## src/rtl/hazard_stall_unit_if.sv

```systemverilog
// Hazard-control bundle between the pipeline datapath and hazard_stall_unit.
// master: pipeline side (drives hazard sources, consumes control enables).
// slave : hazard_stall_unit (consumes hazard sources, drives control enables).
interface hazard_stall_unit_if #(
  parameter int unsigned REG_W = 5
);
  logic [REG_W-1:0] id_rs;
  logic [REG_W-1:0] id_rt;
  logic             id_uses_rt;
  logic             ex_memread;
  logic [REG_W-1:0] ex_rt;
  logic             branch_taken_ex;
  logic             mc_start;
  logic             pc_write;
  logic             ifid_write;
  logic             ifid_flush;
  logic             idex_flush;
  logic             ex_hold;
  logic             stall_active;
  logic [31:0]      stall_cycles;

  modport master (
    output id_rs, id_rt, id_uses_rt, ex_memread, ex_rt, branch_taken_ex, mc_start,
    input  pc_write, ifid_write, ifid_flush, idex_flush, ex_hold, stall_active,
           stall_cycles
  );

  modport slave (
    input  id_rs, id_rt, id_uses_rt, ex_memread, ex_rt, branch_taken_ex, mc_start,
    output pc_write, ifid_write, ifid_flush, idex_flush, ex_hold, stall_active,
           stall_cycles
  );
endinterface

```

## src/rtl/hazard_stall_unit.sv

```systemverilog
// Hazard control for the 5-stage pipeline: load-use bubbles, taken-branch
// flushes and multi-cycle EX freezes. Produces the PC write enable.
// Optional macro HAZARD_STATS_EN adds a saturating stall-cycle counter on
// stall_cycles; without it stall_cycles is tied to zero.
module hazard_stall_unit #(
  parameter int unsigned REG_W  = 5,
  parameter int unsigned MC_LAT = 4,
  parameter int unsigned CNT_W  = 3
) (
  input  logic           clk,
  input  logic           startin,
  hazard_stall_unit_if.slave hz
);

  localparam bit MC_EN = (MC_LAT > 1);

  typedef enum logic {
    RUN     = 1'b0,
    MC_WAIT = 1'b1
  } state_t;

  state_t           state;
  logic [CNT_W-1:0] cnt;
  logic             lu;

  // Load-use hazard: load in EX writes a register the ID instruction reads.
  assign lu = hz.ex_memread && (hz.ex_rt != '0) &&
              ((hz.ex_rt == hz.id_rs) || (hz.id_uses_rt && (hz.ex_rt == hz.id_rt)));

  // FSM state and freeze counter; MC_WAIT covers the MC_LAT-1 frozen cycles.
  always_ff @(posedge clk) begin
    if (startin) begin
      state <= RUN;
      cnt   <= '0;
    end else begin
      case (state)
        RUN: begin
          if (hz.mc_start && MC_EN) begin
            state <= MC_WAIT;
            cnt   <= CNT_W'(MC_LAT - 1);
          end
        end
        MC_WAIT: begin
          if (cnt == CNT_W'(1)) begin
            state <= RUN;
            cnt   <= '0;
          end else begin
            cnt <= cnt - CNT_W'(1);
          end
        end
        default: begin
          state <= RUN;
          cnt   <= '0;
        end
      endcase
    end
  end

  // Control enables: reset, freeze, branch flush, load-use bubble, in priority order.
  always_comb begin
    hz.pc_write     = 1'b1;
    hz.ifid_write   = 1'b1;
    hz.ifid_flush   = 1'b0;
    hz.idex_flush   = 1'b0;
    hz.ex_hold      = 1'b0;
    hz.stall_active = 1'b0;
    if (startin) begin
      hz.pc_write   = 1'b0;
      hz.ifid_write = 1'b0;
      hz.ifid_flush = 1'b1;
      hz.idex_flush = 1'b1;
    end else if (state == MC_WAIT) begin
      hz.pc_write     = 1'b0;
      hz.ifid_write   = 1'b0;
      hz.ex_hold      = 1'b1;
      hz.stall_active = 1'b1;
    end else if (hz.branch_taken_ex) begin
      hz.ifid_flush = 1'b1;
      hz.idex_flush = 1'b1;
    end else if (lu) begin
      hz.pc_write   = 1'b0;
      hz.ifid_write = 1'b0;
      hz.idex_flush = 1'b1;
    end
  end

`ifdef HAZARD_STATS_EN
  logic [31:0] stall_cnt;

  // Saturating count of cycles in which the PC was held.
  always_ff @(posedge clk) begin
    if (startin) begin
      stall_cnt <= '0;
    end else if (!hz.pc_write && (stall_cnt != 32'hFFFF_FFFF)) begin
      stall_cnt <= stall_cnt + 32'd1;
    end
  end

  assign hz.stall_cycles = stall_cnt;
`else
  assign hz.stall_cycles = 32'h0;
`endif

endmodule

```

## src/flat_wrapper.sv

```systemverilog
// flat-port wrapper written by rule: the top's interface ports become plain ports
module hazard_stall_unit_flat 
#(
  parameter int unsigned REG_W  = 5,
  parameter int unsigned MC_LAT = 4,
  parameter int unsigned CNT_W  = 3
)
  (clk, startin, hz_id_rs, hz_id_rt, hz_id_uses_rt, hz_ex_memread, hz_ex_rt, hz_branch_taken_ex, hz_mc_start, hz_pc_write, hz_ifid_write, hz_ifid_flush, hz_idex_flush, hz_ex_hold, hz_stall_active, hz_stall_cycles);
  hazard_stall_unit_if #(.REG_W(REG_W)) hz_i ();
  input  logic clk;
  input  logic startin;
  input wire logic [$bits(hz_i.id_rs)-1:0] hz_id_rs;
  input wire logic [$bits(hz_i.id_rt)-1:0] hz_id_rt;
  input wire logic [$bits(hz_i.id_uses_rt)-1:0] hz_id_uses_rt;
  input wire logic [$bits(hz_i.ex_memread)-1:0] hz_ex_memread;
  input wire logic [$bits(hz_i.ex_rt)-1:0] hz_ex_rt;
  input wire logic [$bits(hz_i.branch_taken_ex)-1:0] hz_branch_taken_ex;
  input wire logic [$bits(hz_i.mc_start)-1:0] hz_mc_start;
  output wire logic [$bits(hz_i.pc_write)-1:0] hz_pc_write;
  output wire logic [$bits(hz_i.ifid_write)-1:0] hz_ifid_write;
  output wire logic [$bits(hz_i.ifid_flush)-1:0] hz_ifid_flush;
  output wire logic [$bits(hz_i.idex_flush)-1:0] hz_idex_flush;
  output wire logic [$bits(hz_i.ex_hold)-1:0] hz_ex_hold;
  output wire logic [$bits(hz_i.stall_active)-1:0] hz_stall_active;
  output wire logic [$bits(hz_i.stall_cycles)-1:0] hz_stall_cycles;
  assign hz_i.id_rs = hz_id_rs;
  assign hz_i.id_rt = hz_id_rt;
  assign hz_i.id_uses_rt = hz_id_uses_rt;
  assign hz_i.ex_memread = hz_ex_memread;
  assign hz_i.ex_rt = hz_ex_rt;
  assign hz_i.branch_taken_ex = hz_branch_taken_ex;
  assign hz_i.mc_start = hz_mc_start;
  assign hz_pc_write = hz_i.pc_write;
  assign hz_ifid_write = hz_i.ifid_write;
  assign hz_ifid_flush = hz_i.ifid_flush;
  assign hz_idex_flush = hz_i.idex_flush;
  assign hz_ex_hold = hz_i.ex_hold;
  assign hz_stall_active = hz_i.stall_active;
  assign hz_stall_cycles = hz_i.stall_cycles;
  hazard_stall_unit #(.REG_W(REG_W), .MC_LAT(MC_LAT), .CNT_W(CNT_W)) u_core (.clk(clk), .startin(startin), .hz(hz_i));
endmodule
```

## config.mk

```make
export PLATFORM = sky130hd
export DESIGN_NAME = hazard_stall_unit_flat
export DESIGN_NICKNAME = d
export VERILOG_FILES = /design/src/rtl/hazard_stall_unit_if.sv /design/src/rtl/hazard_stall_unit.sv /design/src/flat_wrapper.sv
export SDC_FILE = /design/constraint.sdc
export NUM_CORES = 1
export LEC_CHECK = 0
export ABC_CLOCK_PERIOD_IN_PS = 1250
export BUFFER_PORTS_ARGS = -buffer_cell sky130_fd_sc_hd__buf_4
export CORE_MARGIN = 4
export CORE_UTILIZATION = 29
export DETAILED_ROUTE_END_ITERATION = 6
export PLACE_DENSITY_LB_ADDON = 0.2
export SLEW_MARGIN = 5
export SYNTH_ARGS = -nofsm -noshare
export SYNTH_HDL_FRONTEND = slang
export SYNTH_SLANG_ARGS = --single-unit
```

## constraint.sdc

```tcl
create_clock -name clk -period 1.25 [get_ports clk]
set_input_delay 0.125 -clock clk [delete_from_list [all_inputs] [get_ports clk]]
set_output_delay 0.125 -clock clk [all_outputs]
set_load 0.1 [all_outputs]
```

==> flow_metrics.py, run 1 <==
metrics = {
    "sta": {
        "post-route-worst-setup-slack_ps": -247,
        "fmax_mhz": 668,
        "rsz0062_at_grt": "true",
        "slew_violations": 0,
        "setup_viol": 4,
        "period_needed_ps": 1500,
        "finalHoldViolations": 0,
        "setup_tns_ps": -690,
        "clock-skew-final_ps": 1.28,
        "fin_crit_sh": 1.20,
    },
    "setup_path": {
        "critPathKind": "in -> out",
        "r2r_cells": 5,
        "r2r_start": "u_core.cnt[1]",
        "max_stage_delay_ps": 340,
        "endpoint_kind": "primary output",
        "arrival_ps": 1370,
        "cp_slowest_cell": "o31a_4",
        "cp_data_required_time_ps": 1120,
        "crit_chain": "buf_6, xor2_2, nor4_2, a32oi_2, o31a_4, buf_12",
        "rr_endpoint": "u_core.cnt[2]",
        "cp_max_fo": 2,
        "crit_path_start_kind": "input pin",
        "startpoint": "hz_id_rt[2]",
        "cp-endpoint": "hz_ifid_write",
        "r2r_slack_ps": 170,
    },
    "pwr": {
        "switching_share": 0.630,
        "p_per_area_nw_per_um2": 1190,
        "seq_power_share": 0.141,
        "switchingPower_w": 0.000682,
        "power_w": 0.00108,
        "ir_drop_mv": 0.732,
        "clkPwrFrac": 0.143,
        "p_leak_nw": 0.445,
        "p_int_w": 0.000401,
        "pwr-share-comb": 0.716,
    },
    "synth": {
        "netlist_top_cells_count": "34 x buf_4, 9 x xor2_1, 8 x nor2_1",
        "synth.top_cell.area_share": 0.413,
        "synthDistinctLibCells": 21,
        "synth_edf_count": 0,
        "syn_inst": 81,
        "yosys.area.top_type": "buf_4",
        "synth_area_um2": 618,
        "synth.area.top_cells": "buf_4 41%, dfxtp_1 13%, xor2_1 13%",
        "syn_avg_cell_area_um2": 7.63,
        "yosysSeqAreaShare": 0.130,
        "synth_ff_type": "dfxtp_1",
        "synthArstFlopShare": 0,
        "synth_most_common_cell": "buf_4",
        "ys_ff_latch": 4,
        "yosys_warnings": 0,
    },
    "route": {
        "drcViolationCount": 0,
        "firstDrtPassIters": 4,
        "dr.first_iter.drc_count": 6,
        "drt_wl_total_um": 1290,
        "vias": 507,
        "ant_nets": 0,
        "detail_route.wl_per_cell_um": 9.34,
        "vias_per_cell": 3.67,
    },
    "global_routing": {
        "grt_pass1_vias": 399,
        "grt_overflow": 0,
        "grtUsageTotal": 0.0827,
        "antenna_found_initial": 0,
        "grt_pass1_wl_um": 1730,
        "grt_max_degree": 8,
    },
    "final_layout": {
        "synthToLayoutAreaGrowth_pct": 47.6,
        "stdcell_count": 138,
        "final_area_um2": 912,
        "drive_above_1_share": 0.423,
        "nets": 136,
        "num_antenna_cells": 0,
    },
    "die": {
        "die-area_um2": 2930,
        "coreArea_um2": 2000,
        "initial_core_util": 0.309,
        "die_w_um": 54.2,
        "die_y_um": 54.2,
        "rows": 16,
        "ioPinCount": 59,
    },
    "placed_design": {
        "placed_cell_area_um2": 797,
        "dp_hpwl_um": 1090,
        "dp.cells": 134,
        "port_buffers": 26,
        "routabilityCongestion": 0.681,
    },
    "cts": {
        "cts_sinks": 4,
        "cts_tree": "done",
        "clk-insertion-delay-late_ps": 230,
        "clkTransAtPathRegs_ps": 30,
        "clockBufferDepth": 2,
        "postCtsHoldBufs": 0,
        "cts_root_buf": "clkbuf_4",
        "cts-buffers-inserted": 3,
        "h-tree-depth": 1,
    },
    "hold_path": {
        "min_from": "startin",
        "hold_class": "in -> reg",
    },
    "status": {
        "status": "finished with violations",
        "violations": "setup timing",
    },
    "job": {
        "drv_cap": 0,
    },
}
==> sequential cells by signal (all words and copies together) (netlist names) <==
register,flops
u_core.state,1
u_core.cnt,3
==> how the worst min path moves through the flow <==
stage,endpoint,cells after the start
floorplan,u_core.state,1
global placement,u_core.cnt[2],2
detailed placement,u_core.cnt[0],2
CTS,u_core.cnt[0],2
global route,u_core.state,2
finish,u_core.cnt[0],2
==> layout make-up <==
cell class              instances  area, um2
well taps                      27       33.8
multi-input cells              68        454
repair buffers                 31        293
fillers                       213       1090
clock buffers                   3       22.5
flip-flops and latches          4       83.8
inverters                       5       25.0
==> kinds of logic (layout without fill, tap and decap cells) <==
| group | after synthesis | in the layout | synth area share |
|---|---|---|---|
| XOR/XNOR | 10 | 10 | 0.142 |
| flip-flops | 4 | 4 | 0.130 |
| buffers and inverters | 40 | 39 | 0.451 |
| AND/OR/NAND/NOR | 13 | 13 | 0.111 |
| other | 1 | 32 | 0.00607 |
| adder cells (fa/ha/maj) | 2 | 2 | 0.0405 |
| AO/OA/AOI/OAI | 11 | 11 | 0.119 |
==> through the flow <==
step	setup slack (ps)	util	hold WS, ps
2_1_floorplan	-452	-	196
3_3_place_gp	-354	0.398	390
3_5_place_dp	-361	0.398	391
4_1_cts	-255	0.456	145
5_1_grt	-308	0.456	150
6_report	-247	0.456	157
==> critical path: cells and delay by family <==
family / cells / cell delay (ps)
xor gates and xnor gates: 1 / 160
and+or+nand+nor: 1 / 290
AOI/OAI and AO/OA: 2 / 520
buffers and inverters: 2 / 270
==> cell usage in the layout (no fill, tap or decap), types with 3 or more instances in the layout <==
cell type,n
a21oi_1,3
buf_12,3
buf_4,22
buf_6,6
clkbuf_4,3
conb_1,32
dfxtp_1,3
inv_1,3
nor2_1,7
xor2_1,7
==> routing by layer <==
metal  up-vias  wire (um)  global-route usage
li1        260          -                   -
met3         0        184              0.0471
met4         0          0              0.0249
met5         -          0                   0
met2        30        646               0.122
met1       217        457               0.101
==> power groups by stage <==
stage / Clock (W) / Combinational (W) / Sequential [W]
global placement: 0 / 0.000724 / 0.000159
finish: 0.000155 / 0.000775 / 0.000153
floorplan: 0 / 0.000729 / 0.000149
CTS: 0.000165 / 0.000774 / 0.000153
global route: 0.000174 / 0.000806 / 0.000155
detailed placement: 0 / 0.000725 / 0.000159
==> repair_timing <==
| action | 4_1_cts | 5_1_grt |
|---|---|---|
| gates resized for setup | 19 | 0 |
| setup endpoints to repair | 6 | 4 |
| buffers inserted | 1 | 0 |
| pin swaps | 8 | 1 |
(Power assumes the default switching activity.)
==> run 2, diff against run 1 <==
Settings changed: CORE_UTILIZATION 29 to 36, PLACE_DENSITY set to 0.88, PLACE_DENSITY_LB_ADDON 0.2 to unset.
==> run 2 against run 1 <==
Compared with the run above:
- the run still ends with setup timing left
- sequential share of layout area shrank 0.84 points
- clock skew up 12 ps
- final area increased by 10%
- wire length up 56%
- non-clock buffer count rose by 4
- setup slack worse by 69 ps
- die area fell by 17%
- first-iteration DRC count increased by 67%
- sequential power barely moved
==> flow_metrics.py, run 2 (synthesized netlist as in run 1, its figures left out) <==
metrics = {
    "cts": {
        "cts_sinks": 4,
        "clkTransAtPathRegs_ps": 50,
        "clk-insertion-delay-late_ps": 260,
        "h-tree-depth": 1,
        "clockBufferDepth": 2,
        "postCtsHoldBufs": 0,
        "cts-buffers-inserted": 3,
        "cts_tree": "done",
        "cts_root_buf": "clkbuf_4",
    },
    "die": {
        "initial_core_util": 0.396,
        "die_y_um": 49.4,
        "die_w_um": 49.4,
        "rows": 14,
        "die-area_um2": 2440,
        "ioPinCount": 59,
        "coreArea_um2": 1560,
    },
    "sta": {
        "period_needed_ps": 1570,
        "rsz0062_at_grt": "true",
        "setup_tns_ps": -1120,
        "fin_crit_sh": 1.25,
        "slew_violations": 0,
        "fmax_mhz": 638,
        "setup_viol": 6,
        "clock-skew-final_ps": 13.1,
        "finalHoldViolations": 0,
        "post-route-worst-setup-slack_ps": -316,
    },
    "placed_design": {
        "dp_hpwl_um": 1250,
        "place_ws_ps": -399,
        "dp.cells": 124,
        "port_buffers": 26,
        "routabilityCongestion": 0.730,
    },
    "route": {
        "drt_wl_total_um": 2010,
        "dr.first_iter.drc_count": 10,
        "drcViolationCount": 0,
        "vias_per_cell": 4.40,
        "ant_nets": 0,
        "detail_route.wl_per_cell_um": 15.4,
        "vias": 576,
        "firstDrtPassIters": 3,
    },
    "final_layout": {
        "nFillCells": 105,
        "drive_above_1_share": 0.443,
        "num_antenna_cells": 0,
        "mostFrequentLayoutCells": "32 x conb_1, 23 x buf_4, 8 x buf_12",
        "seqCellArea_um2": 83.8,
        "multi_input_area_um2": 474,
        "stdcell_count": 131,
        "regMostFlops": "u_core.cnt",
        "final_core_util": 0.644,
        "largest_reg_flops": 3,
        "largest_registers": "u_core.cnt x3, u_core.state x1",
        "nets": 140,
        "synthToLayoutAreaGrowth_pct": 62.3,
        "final_common_cell": "conb_1",
    },
    "setup_path": {
        "cp_data_required_time_ps": 1120,
        "endpoint_kind": "primary output",
        "crit_chain": "buf_12, buf_4, xor2_1, nor3_1, a32oi_2, o31a_4, buf_12",
        "cp_common_cell": "buf_12",
        "cp_max_fo": 2,
        "arrival_ps": 1440,
        "r2r_cells": 6,
        "r2r_start": "u_core.state",
        "max_stage_delay_ps": 340,
        "r2r_slack_ps": 50,
        "critPathKind": "in -> out",
        "crit_path_start_kind": "input pin",
        "cp_slowest_cell": "o31a_4",
        "rr_endpoint": "u_core.cnt[2]",
    },
    "global_routing": {
        "grt_max_degree": 8,
        "grt_use_met1": 0.154,
        "gr-usage-met2": 0.290,
        "grtUsageTotal": 0.157,
        "antenna_found_initial": 0,
        "grt_overflow": 0,
        "grt_pass1_wl_um": 2840,
        "use_met3": 0.0734,
        "top_usage_layer": "met2",
        "grt_pass1_vias": 584,
    },
    "hold_path": {
        "hold_class": "in -> reg",
        "holdPathEnd": "u_core.state",
        "whs_path_depth": 2,
        "min_from": "startin",
    },
    "pwr": {
        "p_per_area_nw_per_um2": 1170,
        "p_leak_nw": 0.486,
        "ir_drop_mv": 0.617,
        "power_w": 0.00118,
    },
    "status": {
        "violations": "setup timing",
        "status": "finished with violations",
    },
    "job": {
        "drv_cap": 0,
    },
}
==> run 2: cell types whose count changed in the layout (fill, tap and decap cells not counted), sizes merged <==
cell  delta
buf      +4
==> run 2: how the worst max path moves through the flow <==
stage	from	end	slack, ps	depth (start not counted)
2_1_floorplan	hz_ex_rt[3]	hz_idex_flush	-450	4
3_3_place_gp	hz_ex_rt[3]	hz_ifid_write	-350	6
6_report	hz_ex_rt[2]	hz_pc_write	-320	7
5_1_grt	hz_ex_rt[2]	hz_pc_write	-340	7
3_5_place_dp	hz_ex_rt[3]	hz_pc_write	-400	6
4_1_cts	hz_id_rt[2]	hz_pc_write	-260	6
==> run 2: critical path: cells and delay by family <==
family                    cells  cell delay [ps]
xor gates and xnor gates      1              150
and+or+nand+nor               1              270
AOI/OAI and AO/OA             2              480
buffers and inverters         3              410
==> run 2: layout make-up <==
type | instances | share of cell area
multi-input cells | 68 | 0.473
well taps | 16 | 0.0200
repair buffers | 35 | 0.377
inverters | 5 | 0.0249
flip-flops and latches | 4 | 0.0835
clock buffers | 3 | 0.0224
==> run 2: metal layers <==
| metal | vias to the layer above | part of all wire |
|---|---|---|
| met4 | 0 | 0.016 |
| met3 | 5 | 0.14 |
| met2 | 51 | 0.49 |
| li1 | 265 | - |
| met1 | 255 | 0.36 |
| met5 | - | 0 |
==> run 2: power by group <==
part           switching [W]  internal [W]
Sequential         0.0000142      0.000141
Clock              0.0000705      0.000109
Combinational       0.000652      0.000191
Total               0.000737      0.000440
==> run 2: through the flow <==
| stage | hold WS [ps] | instance area (um2) |
|---|---|---|
| global placement | 382 | 791 |
| finish | 135 | 1000 |
| global route | 158 | 1000 |
| floorplan | 196 | 830 |
| detailed placement | 385 | 791 |
| CTS | 124 | 950 |
==> run 2: what timing repair did <==
action                                  4_1_cts  5_1_grt
buffers inserted                              2        2
gates resized for setup                      25        6
pin swaps                                     8        5
endpoints found under the setup margin        6        6
==> run 3, diff against run 2 <==
Settings changed: ABC_AREA set to 1, CORE_UTILIZATION 36 to 38, PLACE_DENSITY 0.88 to 0.89.
==> run 3 against run 2 <==
Compared with the run above:
- the run still ends with setup timing left
- cell count is 31% higher
- hold slack worse by 19 ps
- critical path depth is 3 higher
- sequential share of layout area hardly changed
- wire length is 18% lower
- clock power is 5% lower
- total power is 4.4% lower
- clock-buffer cell count stayed put
- largest power group unchanged
==> flow_metrics.py, run 3 <==
metrics = {
    "status": {
        "status": "finished with violations",
        "violations": "setup timing",
    },
    "route": {
        "drt_wl_total_um": 1660,
        "dr.first_iter.drc_count": 11,
        "vias": 691,
        "firstDrtPassIters": 4,
        "drcViolationCount": 0,
        "detail_route.wl_per_cell_um": 9.62,
        "ant_nets": 0,
        "vias_per_cell": 4.02,
    },
    "sta": {
        "fin_crit_sh": 1.02,
        "slew_violations": 0,
        "rsz0062_at_grt": "true",
        "finalHoldViolations": 0,
        "post-route-worst-setup-slack_ps": -20.3,
        "period_needed_ps": 1270,
        "fmax_mhz": 787,
        "setup_viol": 2,
        "clock-skew-final_ps": 9.45,
        "setup_tns_ps": -40.5,
        "whs_ps": 117,
    },
    "pwr": {
        "pwr-share-comb": 0.711,
        "p_int_w": 0.000402,
        "power_w": 0.00112,
        "seq_power_share": 0.138,
        "switching_share": 0.643,
        "clkPwrFrac": 0.151,
        "p_per_area_nw_per_um2": 1120,
        "switchingPower_w": 0.000723,
        "p_leak_nw": 0.571,
        "ir_drop_mv": 0.466,
    },
    "job": {
        "drv_cap": 0,
    },
    "synth": {
        "synth.top_cell.area_share": 0.364,
        "yosys_warnings": 0,
        "syn_avg_cell_area_um2": 5.80,
        "syn_inst": 121,
        "synth_ff_type": "dfxtp_1",
        "yosysSeqAreaShare": 0.114,
        "synth_most_common_cell": "buf_4",
        "synth.area.top_cells": "buf_4 36%, nand2_1 16%, dfxtp_1 11%",
        "synth_area_um2": 702,
        "synth_edf_count": 0,
        "yosys.area.top_type": "buf_4",
        "synthDistinctLibCells": 19,
        "ys_ff_latch": 4,
        "synthArstFlopShare": 0,
        "netlist_top_cells_count": "34 x buf_4, 30 x nand2_1, 20 x inv_1",
    },
    "final_layout": {
        "final_common_cell": "conb_1",
        "synthToLayoutAreaGrowth_pct": 42.8,
        "num_antenna_cells": 0,
        "nets": 172,
        "largest_reg_flops": 3,
        "drive_above_1_share": 0.415,
        "largest_registers": "u_core.cnt x3, u_core.state x1",
        "regMostFlops": "u_core.cnt",
        "mostFrequentLayoutCells": "32 x conb_1, 18 x nand2_1, 15 x buf_4",
        "nFillCells": 182,
        "final_core_util": 0.574,
        "final_area_um2": 1000,
    },
    "global_routing": {
        "grt_max_degree": 6,
        "antenna_found_initial": 0,
        "grt_overflow": 0,
        "grtUsageTotal": 0.120,
        "grt_pass1_vias": 592,
        "grt_pass1_wl_um": 2320,
    },
    "setup_path": {
        "critPathKind": "in -> out",
        "r2r_start": "u_core.cnt[0]",
        "startpoint": "hz_ex_rt[1]",
        "r2r_slack_ps": 100,
        "crit_path_start_kind": "input pin",
        "cp_max_fo": 3,
        "cp_data_required_time_ps": 1120,
        "endpoint_kind": "primary output",
        "arrival_ps": 1150,
    },
    "cts": {
        "cts_tree": "done",
        "clk-insertion-delay-late_ps": 240,
        "h-tree-depth": 1,
        "cts_sinks": 4,
        "postCtsSetupBuffers": 0,
        "cts-buffers-inserted": 3,
        "cts_root_buf": "clkbuf_4",
        "clockBufferDepth": 2,
        "postCtsHoldBufs": 0,
        "clkTransAtPathRegs_ps": 40,
    },
    "hold_path": {
        "hold_class": "in -> reg",
        "min_from": "startin",
    },
    "die": {
        "die_w_um": 51.0,
        "coreArea_um2": 1750,
        "initial_core_util": 0.402,
        "die_y_um": 51.0,
        "ioPinCount": 59,
        "rows": 15,
        "die-area_um2": 2600,
    },
    "placed_design": {
        "routabilityCongestion": 0.689,
        "placed_cell_area_um2": 848,
        "dp_hpwl_um": 1370,
        "port_buffers": 26,
    },
}
[run 3: cell count changes after synthesis, moves of 2 or more]
cell,delta
nand2_1,+30
inv_1,+15
xor2_1,-8
nand3_1,+5
a21oi_1,-3
inv_2,+3
o21ai_0,+3
nor2_1,+2
[run 3: per-layer routing]
| metal | share of wire | vias up | global-route usage | wire [um] |
|---|---|---|---|---|
| met2 | 0.60 | 35 | 0.240 | 994 |
| met5 | 0 | - | 0 | 0 |
| met3 | 0.090 | 4 | 0.0204 | 149 |
| met4 | 0.023 | 0 | 0.0807 | 38 |
| li1 | - | 348 | - | - |
| met1 | 0.29 | 304 | 0.105 | 472 |
[run 3: worst paths after layout]
| path | endpoint | cells after the start |
|---|---|---|
| worst max-delay path | hz_ifid_write | 10 |
| worst max register to register | u_core.cnt[1] | 3 |
| worst min register to register | u_core.cnt[2] | 2 |
| worst min-delay path | u_core.cnt[2] | 2 |
[run 3: critical path: stages]
cell,delay (ps)
buf_12,120
nand2_2,50
nand2_1,60
nor2_1,120
nand3_1,100
nand2_2,90
nand3_2,70
nand2_2,90
clkinvlp_4,120
buf_12,180
[run 3: what timing repair did]
| item | in CTS | in global routing |
|---|---|---|
| endpoints found under the setup margin | 5 | 5 |
| resized for setup | 11 | 32 |
| pin swaps | 4 | 18 |
[run 3: logic make-up (layout without fill, tap and decap cells)]
| logic type | count (synthesis) | after routing | synth area share |
|---|---|---|---|
| XOR/XNOR | 2 | 2 | 0.0250 |
| AO/OA/AOI/OAI | 6 | 6 | 0.0517 |
| flip-flops | 4 | 4 | 0.114 |
| AND/OR/NAND/NOR | 48 | 48 | 0.275 |
| buffers and inverters | 58 | 53 | 0.494 |
| adder cells (fa/ha/maj) | 2 | 2 | 0.0356 |
| other | 1 | 32 | 0.00534 |
[run 3: cell type report]
type / count / area, um2 / share of cell area
multi-input combinational: 90 / 477 / 0.476
timing repair buffer: 27 / 278 / 0.277
inverter: 23 / 110 / 0.110
sequential: 4 / 83.8 / 0.0836
tap: 25 / 31.3 / 0.0312
clock buffer: 3 / 22.5 / 0.0225
[run 3: per-stage QoR]
stage	setup slack, ps	std cells
6_report	-20.3	172
5_1_grt	-85.2	172
4_1_cts	-20.0	172
3_5_place_dp	-106	169
3_3_place_gp	-86.7	169
2_1_floorplan	-290	152
[run 3: power by group through the flow]
stage	clock, W	combinational (W)	sequential [W]
2_1_floorplan	0	0.000743	0.000149
3_3_place_gp	0	0.000730	0.000155
3_5_place_dp	0	0.000742	0.000156
4_1_cts	0.000176	0.000765	0.000154
5_1_grt	0.000188	0.000832	0.000158
6_report	0.000170	0.000800	0.000155
